### src/rtl/mem_pkg.sv
// Shared memory-interface definitions: access-size encodings seen by DataMemory,
// the store buffer's FSM states and its entry record.
package mem_pkg;

  typedef enum logic [1:0] {
    MT_BYTE     = 2'b00,
    MT_HALF     = 2'b01,
    MT_WORD_ALT = 2'b10,  // DataMemory treats this as a word access
    MT_WORD     = 2'b11
  } mem_type_e;

  typedef enum logic {
    SB_RUN    = 1'b0,
    SB_HAZARD = 1'b1
  } sb_state_e;

  typedef struct packed {
    logic [31:0] addr;
    logic [31:0] data;
    logic [1:0]  mtype;
  } sb_entry_t;

endpackage

### src/rtl/store_buffer_fifo.sv
// Circular FIFO of pending stores with head/tail pointers and an occupancy count;
// every entry's address and validity are exposed for the load hazard compare.
module store_buffer_fifo
  import mem_pkg::*;
#(
  parameter int DEPTH = 4,
  localparam int PTR_W = $clog2(DEPTH)
) (
  input  logic                   Clk,
  input  logic                   Reset,
  input  logic                   i_push,
  input  logic [31:0]            i_push_addr,
  input  logic [31:0]            i_push_data,
  input  logic [1:0]             i_push_type,
  input  logic                   i_pop,
  output logic [31:0]            o_head_addr,
  output logic [31:0]            o_head_data,
  output logic [1:0]             o_head_type,
  output logic [DEPTH-1:0]       o_head_onehot,
  output logic [DEPTH-1:0][31:0] o_entry_addr,
  output logic [DEPTH-1:0]       o_valid,
  output logic [PTR_W:0]         o_count
);

  sb_entry_t        r_mem [DEPTH];
  logic [PTR_W-1:0] r_head;
  logic [PTR_W-1:0] r_tail;
  logic [PTR_W:0]   r_count;
  logic [PTR_W-1:0] w_offset;

  // NOTE: entry storage is deliberately not reset; an entry is only ever read
  // while head/count mark it valid, so stale contents are never observed.
  always_ff @(posedge Clk) begin
    if (i_push) begin
      r_mem[r_tail] <= '{addr: i_push_addr, data: i_push_data, mtype: i_push_type};
    end
  end

  // NOTE: all sequential state uses non-blocking assignment so every register
  // samples the pre-edge values, independent of statement order.
  always_ff @(posedge Clk or posedge Reset) begin
    if (Reset) begin
      r_head  <= '0;
      r_tail  <= '0;
      r_count <= '0;
    end else begin
      if (i_push) r_tail <= r_tail + PTR_W'(1);
      if (i_pop)  r_head <= r_head + PTR_W'(1);
      case ({i_push, i_pop})
        2'b10:   r_count <= r_count + (PTR_W+1)'(1);
        2'b01:   r_count <= r_count - (PTR_W+1)'(1);
        default: r_count <= r_count;
      endcase
    end
  end

  // NOTE: every variable written here gets a default first, so no path can
  // leave one unassigned and infer a latch.
  always_comb begin
    w_offset     = '0;
    o_valid      = '0;
    o_entry_addr = '0;
    for (int i = 0; i < DEPTH; i++) begin
      // Distance from head, modulo DEPTH, decides whether slot i is occupied.
      w_offset        = PTR_W'(i) - r_head;
      o_valid[i]      = ({1'b0, w_offset} < r_count);
      o_entry_addr[i] = r_mem[i].addr;
    end
  end

  assign o_head_addr   = r_mem[r_head].addr;
  assign o_head_data   = r_mem[r_head].data;
  assign o_head_type   = r_mem[r_head].mtype;
  assign o_head_onehot = DEPTH'(1) << r_head;
  assign o_count       = r_count;

endmodule

### src/rtl/store_buffer.sv
// Store buffer between the MEM stage and DataMemory: posts stores into a FIFO,
// lets non-conflicting loads bypass it, and stalls loads that hit a buffered word.
module store_buffer
  import mem_pkg::*;
#(
  parameter int DEPTH = 4,
  localparam int PTR_W = $clog2(DEPTH)
) (
  input  logic        Clk,
  input  logic        Reset,
  input  logic [31:0] CpuAddress,
  input  logic [31:0] CpuWriteData,
  input  logic        CpuMemWrite,
  input  logic        CpuMemRead,
  input  logic [1:0]  CpuMemType,
  output logic [31:0] CpuReadData,
  output logic        Stall,
  output logic [31:0] MemAddress,
  output logic [31:0] MemWriteData,
  output logic [1:0]  MemType,
  output logic        MemWrite,
  output logic        MemRead,
  input  logic [31:0] MemReadData
);

  sb_state_e               r_state;
  sb_state_e               w_state_next;
  logic                    w_load_req;
  logic                    w_claim;
  logic                    w_hold;
  logic                    w_push;
  logic                    w_pop;
  logic                    w_full;
  logic                    w_hazard;
  logic [DEPTH-1:0]        w_match;
  logic [DEPTH-1:0]        w_match_after;
  logic [DEPTH-1:0]        w_valid;
  logic [DEPTH-1:0]        w_head_onehot;
  logic [DEPTH-1:0][31:0]  w_entry_addr;
  logic [31:0]             w_head_addr;
  logic [31:0]             w_head_data;
  logic [1:0]              w_head_type;
  logic [PTR_W:0]          w_count;

  store_buffer_fifo #(.DEPTH(DEPTH)) u_fifo (
    .Clk          (Clk),
    .Reset        (Reset),
    .i_push       (w_push),
    .i_push_addr  (CpuAddress),
    .i_push_data  (CpuWriteData),
    .i_push_type  (CpuMemType),
    .i_pop        (w_pop),
    .o_head_addr  (w_head_addr),
    .o_head_data  (w_head_data),
    .o_head_type  (w_head_type),
    .o_head_onehot(w_head_onehot),
    .o_entry_addr (w_entry_addr),
    .o_valid      (w_valid),
    .o_count      (w_count)
  );

  // A request with both strobes set is a store; only a pure read is a load.
  assign w_load_req = CpuMemRead & ~CpuMemWrite;
  assign w_full     = (w_count == (PTR_W+1)'(DEPTH));

  always_comb begin
    w_match = '0;
    for (int i = 0; i < DEPTH; i++) begin
      w_match[i] = w_valid[i] && (w_entry_addr[i][31:2] == CpuAddress[31:2]);
    end
  end

  assign w_hazard      = |w_match;
  assign w_claim       = (r_state == SB_RUN) && w_load_req && !w_hazard && !Reset;
  assign w_pop         = (w_count != '0) && !w_claim;
  // Matches that will still be buffered after this cycle's drain.
  assign w_match_after = w_match & ~(w_pop ? w_head_onehot : '0);

  always_ff @(posedge Clk or posedge Reset) begin
    if (Reset) r_state <= SB_RUN;
    else       r_state <= w_state_next;
  end

  always_comb begin
    w_state_next = r_state;
    w_hold       = 1'b0;
    unique case (r_state)
      SB_RUN: begin
        if (w_load_req && w_hazard) begin
          w_hold       = 1'b1;
          w_state_next = SB_HAZARD;
        end
      end
      SB_HAZARD: begin
        w_hold = 1'b1;
        if (!(|w_match_after)) w_state_next = SB_RUN;
      end
      default: w_state_next = SB_RUN;
    endcase
  end

  assign Stall  = w_hold || (CpuMemWrite && w_full);
  assign w_push = CpuMemWrite && !Stall;

  always_comb begin
    MemAddress   = '0;
    MemWriteData = '0;
    MemType      = '0;
    if (w_claim) begin
      MemAddress = CpuAddress;
      MemType    = CpuMemType;
    end else if (w_pop) begin
      MemAddress   = w_head_addr;
      MemWriteData = w_head_data;
      MemType      = w_head_type;
    end
  end

  assign MemRead     = w_claim;
  assign MemWrite    = w_pop;
  assign CpuReadData = w_claim ? MemReadData : '0;

endmodule

### config.mk
export PLATFORM = sky130hd
export DESIGN_NAME = store_buffer
export DESIGN_NICKNAME = d
export VERILOG_FILES = /design/src/rtl/mem_pkg.sv /design/src/rtl/store_buffer_fifo.sv /design/src/rtl/store_buffer.sv
export SDC_FILE = /design/constraint.sdc
export NUM_CORES = 1
export LEC_CHECK = 0
export CAP_MARGIN = 20
export CORE_MARGIN = 2
export CORE_UTILIZATION = 35
export CTS_CLUSTER_DIAMETER = 200
export DETAILED_ROUTE_END_ITERATION = 7
export SYNTH_ARGS = -nofsm -noshare
export SYNTH_HDL_FRONTEND = slang
export SYNTH_HIERARCHICAL = 1
export SYNTH_SLANG_ARGS = --single-unit
### constraint.sdc
create_clock -name Clk -period 4.7 [get_ports Clk]
set_clock_uncertainty 0.1 [all_clocks]
set_input_delay 0.47 -clock Clk [delete_from_list [all_inputs] [get_ports Clk]]
set_output_delay 0.47 -clock Clk [all_outputs]
set_load 0.005 [all_outputs]
; Yosys cells after proc, flatten, opt, wreduce, memory -nomap -nowiden
; Memory sizes are Yosys's and may differ from the RTL's.
; Cells that the tools add are included.
[word_totals]
n_memories = 1
out_inout_bits = 101
input_bits = 102
ramBits = 264
word_cells = 65
reg_bits = 8
[op_classes]
n_lt_le_gt_ge = 4
n_reduce_logical = 20
mux = 15
n_addsub = 8
eq_ne = 7
n_bitwise = 5
n_shift = 1
[memory_table]
columns = name, depth, word_bits, rd, rd_clocked_by_memory_dff, write_ports, line_no
row1 = u_fifo.r_mem, 4, 66, 5, 0, 1, store_buffer_fifo.sv:25  ; sb_entry_t r_mem [DEPTH];
[op_table]
columns = cell, n
row1 = $mux W32, 5
row2 = $eq A30 B30 Y1, 4
row3 = $lt A2 B3 Y1, 4
row4 = $logic_and A1 B1 Y1, 11
row5 = $reduce_or A4 Y1, 2
row6 = $pmux W3 S2, 1
row7 = $add A2 B1 Y2 const B, 2
row8 = $and A4 B4 Y4, 1
row9 = $logic_not A1 Y1, 4
row10 = $mux W1, 4
row11 = $mux W2, 2
row12 = $mux W4, 1
row13 = $not A4 Y4, 1
row14 = $pmux W1 S2, 2
row15 = $shl A1 B2 Y4 const A, 1
row16 = $sub A1 B2 Y2 const A, 2
row17 = $sub A2 B2 Y2 const A, 2
row18 = $add A3 B1 Y3 const B, 1
row19 = $eq A3 B3 Y1 const B, 1
row20 = $reduce_bool A3 Y1, 1
row21 = $sub A3 B1 Y3 const B, 1
row22 = $eq A2 B1 Y1 const B, 1
row23 = $eq A2 B2 Y1 const B, 1
row24 = $not A1 Y1, 2
row25 = 3 further kinds, 3

; Longest topological paths before layout
[logic_depth]
ltp_word = 15
ltp_mapped = 22
ltp_nobuf = 18

; Cells and area by module
; Netlist, hierarchy kept.
[by_module_without_submodules]
columns = module, cells_per_inst, seq_area_each_um2, instances, area_each_um2
row1 = store_buffer_fifo, 529, 8102.8, 1, 11105.7
row2 = store_buffer, 396, 25.0, 1, 2897.8

; Worst setup path before layout
; OpenSTA, ideal clock, no wires.
[synth_path]
kind = reg-to-reg
from = reg u_fifo.r_head[1]
to = reg u_fifo.r_count[2], in the netlist u_fifo/o_count[2]
required_time_ns = 4.521
path_stages_with_launch = 23
path_buffers = 4
period_less_slack_ns = 3.972
setup_time_ns = 0.079
arrival_ns = 3.793
setup_slack_ns = 0.728
cell_sequence = dfrtp_1 buf_4 buf_2 inv_1 ha_1 inv_1 ha_1 a21oi_1 or2_2 nand4_1 nor4_1 nand4_1 nand4_1 nor4_1 buf_6 buf_6 nor2_1 ha_1 inv_1 fa_1 xor2_1 nor2_1 xor2_1
[synth_between]
word_cells_on_any_way = 28
classes_between = 4 x add/sub / 4 x order compare / 2 x eq/ne / 3 x mux / 15 x reduce/logical
[synth_lines]
columns = item, line_no
row1 = from (decl), store_buffer_fifo.sv:26  ; logic [PTR_W-1:0] r_head;
row2 = from (signal assigned), store_buffer_fifo.sv:48  ; if (i_pop) r_head <= r_head + PTR_W'(1);
row3 = $sub A2 B2 Y2 *, store_buffer_fifo.sv:65  ; w_offset = PTR_W'(i) - r_head;
row4 = $lt A2 B3 Y1 *, store_buffer_fifo.sv:66  ; o_valid[i] = ({1'b0, w_offset} < r_count);
row5 = named net w_valid[2], store_buffer.sv:37  ; logic [DEPTH-1:0] w_valid;
row6 = $logic_and A1 B1 Y1 *, store_buffer.sv:69  ; w_match[i] = w_valid[i] && (w_entry_addr[i][31:2] == CpuAddress[31:2]);
row7 = $reduce_or A4 Y1 *, store_buffer.sv:73  ; assign w_hazard = |w_match;
row8 = $logic_not A1 Y1 *, store_buffer.sv:74  ; assign w_claim = (r_state == SB_RUN) && w_load_req && !w_hazard && !Reset;
row9 = $logic_and A1 B1 Y1 * (2 in series), store_buffer.sv:74
row10 = named net MemRead, store_buffer.sv:22  ; output logic MemRead,
row11 = $logic_not A1 Y1 *, store_buffer.sv:75  ; assign w_pop = (w_count != '0) && !w_claim;
row12 = $logic_and A1 B1 Y1 *, store_buffer.sv:75
row13 = named net MemWrite, store_buffer.sv:21  ; output logic MemWrite,
row14 = $eq A2 B1 Y1 or $eq A2 B2 Y1 (tied branches), store_buffer_fifo.sv:49  ; case ({i_push, i_pop})
row15 = $pmux W3 S2 or $reduce_bool A2 Y1 (tied branches), --
row16 = to (signal assigned), store_buffer_fifo.sv:50  ; 2'b10: r_count <= r_count + (PTR_W+1)'(1);
row17 = to (signal assigned), store_buffer_fifo.sv:51  ; 2'b01: r_count <= r_count - (PTR_W+1)'(1);
row18 = to (signal assigned), store_buffer_fifo.sv:52  ; default: r_count <= r_count;
row19 = to (decl), store_buffer_fifo.sv:28  ; logic [PTR_W:0] r_count;
; Mark *: on every way through the listed nets, which the timed path passes. The rest lies on a longest branch.
; A chain may end at the register's enable or synchronous reset.

; Final worst setup path
[layout_path]
from = reg u_fifo.r_head[0]
to = out MemWriteData[11]
[layout_between]
elab_chain_len = 11
word_cells_on_any_way = 21
classes_between = 4 x add/sub / 4 x order compare / 2 x mux / 10 x reduce/logical / 1 x memory
[layout_rtl]
columns = item, line_no
row1 = $sub A2 B2 Y2 *, store_buffer_fifo.sv:65
row2 = named net u_fifo.w_offset[0], store_buffer_fifo.sv:29  ; logic [PTR_W-1:0] w_offset;
row3 = $lt A2 B3 Y1 *, store_buffer_fifo.sv:66
row4 = $logic_and A1 B1 Y1 *, store_buffer.sv:69
row5 = $reduce_or A4 Y1 *, store_buffer.sv:73
row6 = $logic_not A1 Y1 *, store_buffer.sv:74
row7 = $logic_and A1 B1 Y1 * (2 in series), store_buffer.sv:74
row8 = $logic_not A1 Y1, store_buffer.sv:75
row9 = $logic_and A1 B1 Y1, store_buffer.sv:75
row10 = $mux W32, store_buffer.sv:112  ; end else if (w_pop) begin
row11 = $mux W32 *, store_buffer.sv:109  ; if (w_claim) begin
row12 = to (decl), store_buffer.sv:19  ; output logic [31:0] MemWriteData,
; Marks and branches as above.

==> metrics <==
critical path required time=approximately 4100 ps; die outline width=slightly above 200 um; Sw Share=30.39%; drt first pass iters=5; final instance area=16580 um2; Post-DP HPWL=22.46 mm; Synth Net Count=about 1000; # IOs=203; RSZ-0062 raised after global routing=yes; Final Util=41.91%; CP arrival=4000 ps; Hold WC Path Type=in2async; setup_tns=0 ps; combinational share of power=between 30% and 40%; Max Clock Freq=0.2190 GHz; antenna fix cells=0; Num CTS Buffers=30; Clock Power Share=24.8%; max cap viols=0; clock tree buffer depth=3; core footprint=approximately 40000 um2; worst-margin pin slew=approximately 930 ps; area of the multi-input gates=roughly 4300 um2; drt via density=4.788; Syn Inst Count=between 900 and 1000; min Tclk post-route=about 4600 ps; largest net degree at the start of global routing=42; Final setup viols=0; CTS Root Cell=clkbuf_16; critical path type=reg2out; outcome=complete, no violations; Fillers=about 3600; Routed Antenna Nets=0; first-pass GRT wire length=about 50 mm; most common cell after layout, fill and taps aside=edfxtp_1; initial antenna violation count=2; area post-placement=15530 um2; area added between synthesis and finish=18.88%; GRT Util Overall=15.85%; Post-CTS Hold Buffers=0; fin crit share=a little over nine tenths; Int Pwr=6516 uW; Pins Over Slew Limit=0; power density cells=approximately 560 nW/um2; DRT iter0 DRCs=approximately 560; Setup crit end kind=output pin; VDD IR max=0.3717 mV; Routed Wire Length=~33 mm; crit path max fanout=32; Lkg Pwr=roughly 0.0057 uW; # DRC=0; register area=8135 um2; vias in the first global route=7814; Setup crit start kind=register; GRT overflow=0; Fin. Hold Viols=0; Die Span Y=203.6 um; synthesized area per cell=15.21 um2; GPL Wtd Cong=slightly above 0.8; sequential fraction of design power=36.3%; Die ar.=41450 um2; Clock Latency Late Sink=560 ps; H-tree lvl count=1; clock sink count=272; site row count=73; Starting Density=35.26%; Synth Warn #=6; vias=between 7000 and 8000; Total Nets Final=1113; Rel. slew slack=between 30 and 40%; WL/cell=21.52 um; Cell Area, Synth=approximately 14000 um2; share of cells above drive strength 1=17.76%; switching power=2845 uW; I/O Buffers=202; most frequent cells in the layout=264 x edfxtp_1, 198 x clkdlybuf4s50_1, 77 x xnor2_1, 66 x mux4_2, 48 x xor2_1; CTS clk-pin slew, worst paths=about 60 ps; CTS tree=built
metal layers:
metal,GRT usage [%],routed length [um]
met2,26.49,16290
met3,3.436,2034
met1,21.55,14380
met4,2.659,488
met5,0,30
final cells by class:
type	instances	area share [%]
inverter	46	1.042
timing repair buffer	231	13.94
clock inverter	19	1.253
clock buffer	35	4.642
tap	525	3.963
sequential	272	49.08
multi-input combinational	416	26.08
state kept, by name, summed over array words and instances (netlist names):
signal,count
u_fifo/r_mem,264
u_fifo/r_head,2
r_state,1
u_fifo/o_count,3
u_fifo/r_tail,2
stage by stage:
step	instances	setup slack (ps)	power, uW	hold WS [ps]
floorplan	917	728.1	5761	98.71
global placement	1487	397.9	7161	416.2
detailed placement	1487	306.2	7168	436.9
CTS	1542	11.82	9528	126.3
global route	1544	-61.03	9879	151.1
finish	1544	133.1	9361	178.0
worst paths after layout:
| kind | startpoint | end | slack (ps) | depth (start not counted) |
|---|---|---|---|---|
| max in group asynchronous | Reset | u_fifo/r_head[1] | 3960 | 2 |
| max | u_fifo/r_head[0] | MemWriteData[11] | 130 | 16 |
| max reg2reg | u_fifo/r_head[0] | u_fifo/o_count[2] | 750 | 20 |
| min reg2reg | u_fifo/r_tail[0] | u_fifo/r_tail[0] | 440 | 1 |
| min | Reset | r_state | 180 | 2 |
| min in group Clk | CpuWriteData[13] | u_fifo/r_mem[1][15] | 440 | 1 |
critical path, cell delays in order (launching register included):
cell	delay (ps)
dfrtp_4	460
inv_1	80
ha_1	260
inv_1	70
ha_1	220
a21oi_1	110
or2_2	110
nand4_1	150
nor4_2	200
nand4_1	170
nand4_1	210
nor4_4	50
buf_4	170
buf_4	150
buf_8	180
nor3b_2	250
clkdlybuf4s50_1	540
power groups by stage:
| stage | registers, uW | clock network (uW) | logic, uW |
|---|---|---|---|
| floorplan | 3390 | 0 | 2370 |
| detailed placement | 3450 | 0 | 3720 |
| global route | 3440 | 2470 | 3960 |
| finish | 3400 | 2320 | 3640 |
| global placement | 3430 | 0 | 3730 |
| CTS | 3400 | 2380 | 3740 |
repair_timing:
action | CTS | global route
gates resized for setup | 4 | 8
buffers inserted | 1 | 2
setup endpoints to repair | 62 | 60
pin swaps | 1 | 2
(Power assumes the default switching activity.)
